`src/rtl/ir_timing.sv`:
```
// Instruction register and T-state timing generator for the 6502 core.
// Latches the opcode at the end of T1 and sequences T0..T5/TX with active-low decoded lines.
module ir_timing #(
  parameter logic [7:0] RESET_IR   = 8'h00,
  parameter logic [7:0] BRK_OPCODE = 8'h00
) (
  input  logic       CLK,
  input  logic       n_RES,
  input  logic       RDY,
  input  logic [7:0] DB,
  input  logic       TRES,
  input  logic       INT_PEND,
  output logic       n_T0,
  output logic       n_T1X,
  output logic       n_T2,
  output logic       n_T3,
  output logic       n_T4,
  output logic       n_T5,
  output logic       SYNC,
  output logic [7:0] IR,
  output logic [7:0] n_IR,
  output logic       IR01
);

  typedef enum logic [2:0] {
    S_T0 = 3'd0,
    S_T1 = 3'd1,
    S_T2 = 3'd2,
    S_T3 = 3'd3,
    S_T4 = 3'd4,
    S_T5 = 3'd5,
    S_TX = 3'd6
  } state_t;

  state_t     state;
  state_t     state_next;
  logic [5:0] lines;       // {n_T5..n_T0}, active low
  logic [5:0] lines_next;
  logic       sync_next;

  always_ff @(posedge CLK or negedge n_RES) begin
    if (!n_RES) begin
      state <= S_T2;
    end else begin
      state <= state_next;
    end
  end

  always_comb begin
    state_next = state;
    if (RDY) begin
      case (state)
        S_T0:    state_next = S_T1;
        S_T1:    state_next = S_T2;
        S_T2:    state_next = TRES ? S_T0 : S_T3;
        S_T3:    state_next = TRES ? S_T0 : S_T4;
        S_T4:    state_next = TRES ? S_T0 : S_T5;
        S_T5:    state_next = TRES ? S_T0 : S_TX;
        S_TX:    state_next = TRES ? S_T0 : S_TX;
        default: state_next = S_T2;
      endcase
    end
  end

  // T lines are decoded from the next state and registered so the PLA sees glitch-free strobes.
  always_comb begin
    lines_next = '1;
    sync_next  = 1'b0;
    case (state_next)
      S_T0:    lines_next[0] = 1'b0;
      S_T1: begin
        lines_next[1] = 1'b0;
        sync_next     = 1'b1;
      end
      S_T2:    lines_next[2] = 1'b0;
      S_T3:    lines_next[3] = 1'b0;
      S_T4:    lines_next[4] = 1'b0;
      S_T5:    lines_next[5] = 1'b0;
      default: lines_next = '1;
    endcase
  end

  always_ff @(posedge CLK or negedge n_RES) begin
    if (!n_RES) begin
      lines <= 6'b111011;
      SYNC  <= 1'b0;
    end else begin
      lines <= lines_next;
      SYNC  <= sync_next;
    end
  end

  always_ff @(posedge CLK or negedge n_RES) begin
    if (!n_RES) begin
      IR <= RESET_IR;
    end else if (RDY && state == S_T1) begin
      IR <= INT_PEND ? BRK_OPCODE : DB;
    end
  end

  assign n_T0  = lines[0];
  assign n_T1X = lines[1];
  assign n_T2  = lines[2];
  assign n_T3  = lines[3];
  assign n_T4  = lines[4];
  assign n_T5  = lines[5];
  assign n_IR  = ~IR;
  assign IR01  = IR[0] | IR[1];

endmodule
```
`config.mk`:
```
export PLATFORM = sky130hd
export DESIGN_NAME = ir_timing
export DESIGN_NICKNAME = d
export VERILOG_FILES = /design/src/rtl/ir_timing.sv
export SDC_FILE = /design/constraint.sdc
export NUM_CORES = 1
export LEC_CHECK = 0
export CAP_MARGIN = 20
export CORE_MARGIN = 1
export CORE_UTILIZATION = 36
export CTS_BUF_LIST = sky130_fd_sc_hd__clkbuf_16
export DETAILED_ROUTE_END_ITERATION = 8
export GPL_TIMING_DRIVEN = 0
export PLACE_DENSITY = 0.79
export SYNTH_ARGS = -nofsm -noshare
export SYNTH_HDL_FRONTEND = slang
export SYNTH_SLANG_ARGS = --single-unit
```
`constraint.sdc`:
```
create_clock -name CLK -period 1.15 [get_ports CLK]
set_input_delay 0.115 -clock CLK [delete_from_list [all_inputs] [get_ports CLK]]
set_output_delay 0.115 -clock CLK [all_outputs]
set_load 0.05 [all_outputs]
```
# Yosys cells after proc, flatten, opt, wreduce, memory -nomap -nowiden

Index checks and enable logic that the tools add are counted.

Register bits after elaboration: 18
Input port bits: 13
Output and inout port bits: 24
Logic and storage cells: 35

Eq/ne operators: 11
Muxes and demuxes: 14
Bitwise gates (word level): 2
Reduce and logical (&&, ||, !) cells: 4

Operators with widths:

| cell                                                             | number |
|---|---|
| 3-bit == test (second input constant)                            | 5 |
| 3-bit one-hot mux with 5 select lines                            | 1 |
| 3-bit by 2-bit == test with 1-bit output (second input constant) | 4 |
| 3-bit two-way mux                                                | 4 |
| 8-bit two-way mux                                                | 1 |
| 8-bit NOT                                                        | 1 |
| 1-bit two-way mux                                                | 7 |
| 3-bit by 1-bit == test with 1-bit output (second input constant) | 2 |
| 3-bit zero test                                                  | 2 |
| 2-bit two-way mux                                                | 1 |
| 2-bit OR reduction                                               | 1 |
| 1-bit logical AND                                                | 1 |
| 1-bit bitwise OR                                                 | 1 |

# Longest topological paths before layout

Word-level depth: 6
Depth in mapped cells: 4
Gate-level depth less buffers: 4

# Worst setup path before layout

No wires, ideal clock.

Kind: register -> output
From: reg IR[0]
To: out IR01
Arrival time: 1.430 ns
Data required time: 1.035 ns
Setup slack: -0.395 ns
Stages on the path, launching flop included: 3
Buffers on the path: 0
Cell sequence: dfrtp_1 > inv_1 > nand2_1

Cells in the longest elaborated chain, start to end: 1

Ends and longest elaborated chain:

| element                | line | text |
|---|---|---|
| start, declared        | 20   | `output logic [7:0] IR,` |
| start signal, assigned | 97   | `IR <= INT_PEND ? BRK_OPCODE : DB;` |
| 1-bit bitwise OR       | 108  | `assign IR01 = IR[0] \| IR[1];` |
| end, declared          | 22   | `output logic IR01` |

Every way passes these cells.

# Worst setup path in the final report

From: in RDY
To: reg lines[4]

Cells in the longest elaborated chain, start to end: 3

Ends and longest elaborated chain:

| element                 | line | text |
|---|---|---|
| start, declared         | 9    | `input logic RDY,` |
| 3-bit two-way mux       | 51   | `if (RDY) begin` |
| named net state_next[2] | 36   | `state_t state_next;` |
| 3-bit == test           | 69   | `case (state_next)` |
| 1-bit two-way mux       | 69   |  |
| named net lines_next[4] | 38   | `logic [5:0] lines_next;` |
| end signal, assigned    | 88   | `lines <= lines_next;` |
| end, declared           | 37   | `logic [5:0] lines;` |

The timed path passes the listed nets, and every way through them passes these cells.
A chain may end at the register's enable or synchronous reset.

==> summary.md <==
| Metric | Value |
|---|---|
| Status | `complete, but fails checks` |
| Failing checks | `negative setup slack` |
| Clk_skew | `around 0.0021 ns` |
| Routed WL | `between 2000 and 2500 um` |
| Top-area cell type share of the netlist area | `36.4%` |
| Worst hold path class | `input port to asynchronous set/reset pin` |
| Slew @ Worst Pin | `slightly below 0.8 ns` |
| Post-route ant nets | `0` |
| Sink Count | `18` |
| Starting Density | `between 30 and 40%` |
| Top cells by area, synth | `dfrtp_1 36%, dfstp_2 19%, nand2b_1 7.6%` |
| Post-CTS Hold Fix Bufs | `0` |
| DR vias/cell | `4.87` |
| Number of I/O pins | `37` |
| Netlist Area Pre-Place | `slightly above 800 um^2` |
| Die height | `approximately 50 um` |
| Nets | `between 100 and 150` |
| Row cnt | `16` |
| Max-slew violations | `0` |
| Die area | `between 2000 and 2500 um^2` |
| Pin count of the biggest net entering global routing | `19` |
| Router iterations before antenna repair | `3` |
| Mapped Nets | `92` |
| CP Launch Type | `input port` |
| Die width | `roughly 50 um` |
| Period Utilization, post-route | `115%` |
| Number of remaining DRC errors | `0` |
| Average wire per standard cell | `about 13 um` |
| DR vias | `~750` |
| Most used routing layer | `met2` |
| Synthesis-to-layout area growth | `64.5%` |
| Total GRT Usage | `17.7%` |
| Critical Path Max Stage Delay | `between 0.6 and 0.7 ns` |
| Type of the worst setup path | `input port to flop` |
| Non-Filler Instances | `about 150` |
| Crit end category | `flop` |
| Clock insertion delay at the later pin of the skew report | `approximately 0.25 ns` |
| Clock transition at the registers of the reported paths | `~0.050 ns` |
| Diode count | `0` |
| Crit-path max FO | `7` |
| Worst hold margin | `0.322 ns` |
| IO Port Bufs | `36` |
| Routing usage on met3 | `approximately 4.3%` |
| Core area | `approximately 2100 um^2` |
| Minimum clock period after layout | `about 1.3 ns` |
| Count of cell types in the netlist | `23` |
| Met1 GRT Util | `between 20 and 25%` |
| Required time at the worst-slack endpoint | `~1.3 ns` |
| Number of global-route vias before repair | `approximately 700` |
| Worst Path Arrival | `1.49 ns` |
| Dpl cells | `142` |
| M2 GR Usage | `30.0%` |
| Syn Area/Cell | `around 10 um^2` |
| Total gr overflow | `0` |
| Crit path cell chain | `clkdlybuf4s50_1, nand4b_1, o221a_4, clkinv_4, o211ai_1` |
| RSZ-0062 raised after global routing | `true` |
| Synth Register Bits | `18` |
| HPWL Detailed | `around 1400 um` |
| RePlAce Congestion | `0.740` |
| Root Driver | `clkbuf_16` |
| Initial antenna violation count | `0` |
| CTS Buf Count | `3` |
| # setup viols final | `18` |
| First-pass GRT wire length | `3210 um` |
| Layout cells sized above 1 | `45.2%` |
| Max Fclk | `~750 MHz` |
| Final core utilization | `around two thirds` |
| Slowest stage cell, crit path | `clkdlybuf4s50_1` |
| Cells after Synth | `79` |
| Final hold vios | `0` |
| Synth Warn # | `0` |
| Max_slew headroom | `between 40% and 50%` |
| 1st-iter DRT viols | `2` |
| Sequential share of the synthesized area | `between 50% and 60%` |
| H-Tree Depth | `1` |
| Clock Tree Buf Depth | `2` |
| CTS tree | `built` |
| PnR worst setup slack | `-0.178 ns` |
| Synth area leader | `dfrtp_1` |
| Max-Cap Viols | `0` |
final timing paths:
| kind | from | to | slack, ns | cells after the start |
|---|---|---|---|---|
| min in group CLK | TRES | SYNC$_DFF_PN0_ | 0.40 | 3 |
| min | n_RES | IR[7]$_DFFE_PN0P_ | 0.32 | 1 |
| max | RDY | lines[4]$_DFF_PN1_ | -0.18 | 5 |
| max in group asynchronous | n_RES | IR[1]$_DFFE_PN0P_ | 0.30 | 1 |
| max reg2reg | state[1]$_DFF_PN1_ | lines[4]$_DFF_PN1_ | -0.17 | 4 |
| min reg2reg | IR[2]$_DFFE_PN0P_ | IR[2]$_DFFE_PN0P_ | 0.51 | 2 |
worst max-delay path, delay by kind of cell:
family,cells,cell delay (ns)
compound gates,2,0.44
buf+inv,2,0.70
simple gates,1,0.22
metrics by stage:
stage               cell area, um^2  setup TNS, ns  setup slack [ns]
floorplan                       861         -0.366            -0.105
global placement               1250          -9.66            -0.375
detailed placement             1250         -10.33            -0.397
CTS                            1300          -1.81            -0.187
global route                   1360          -2.53            -0.231
finish                         1360          -1.48            -0.178
cell families (layout without fill, tap and decap cells):
family	Yosys count	count (layout)	synth area share [%]
AOI/OAI and AO/OA	19	19	16.5
and+or+nand+nor	30	30	21.1
DFF	18	18	55.5
buffers and inverters	11	58	5.46
adders and majority gates	1	1	1.37
cells in the final DEF (no fill, tap or decap), drive strengths merged, types with 2 or more instances in the layout:
cell type and count:
or2b 2, o21a 3, dfrtp 12, nand2b 10, buf 20, clkdlybuf4s50 11, clkinv 2, o211ai 4
nand2 9, dfstp 6, and2 2, clkdlybuf4s15 7, nand4 2, clkbuf 8, inv 7, o21ai 10
clkinvlp 2
synthesized netlist by cell type:
cell type,n
a211oi_2,1
and2_1,2
and2b_1,1
buf_2,1
clkinv_2,2
dfrtp_1,12
dfstp_2,6
inv_1,8
maj3_2,1
nand2_1,9
nand2b_1,10
nand4_1,2
nand4b_1,1
nand4bb_1,1
nor2_1,1
nor2b_1,1
o211ai_1,4
o21a_1,2
o21a_2,1
o21ai_0,9
o21ai_1,1
o221a_4,1
or2b_1,2
sequential cells by signal, indices dropped and copies added, names as in the netlist:
register / cells
IR: 8
lines: 6
state: 3
SYNC: 1
layer usage:
metal  share of wire [%]  up-vias  wire length [um]
met1                  42      344               839
met3                 7.2        4               146
met4                 2.1        0                42
li1                    -      361                 -
met5                   0        -                 0
met2                  49       36               989
area by class of cell:
cell class              count  area, um^2
plain buffers               1        11.3
clock buffers               3        75.1
clock inverters             1        3.75
fillers                   164         706
inverters                  10        52.6
multi-input cells          50         362
flip-flops and latches     18         460
well taps                  27        33.8
repair buffers             43         358
repair_timing:
action                                  CTS  global route
gates cloned                              0             1
pin swaps                                 3             2
endpoints found under the setup margin   41            26
gates resized for setup                 104            27
buffers inserted                          2             4
Power is left out: the tool's default activity adds up to more than one toggle a clock period on the data nets, which glitch-free logic cannot reach.
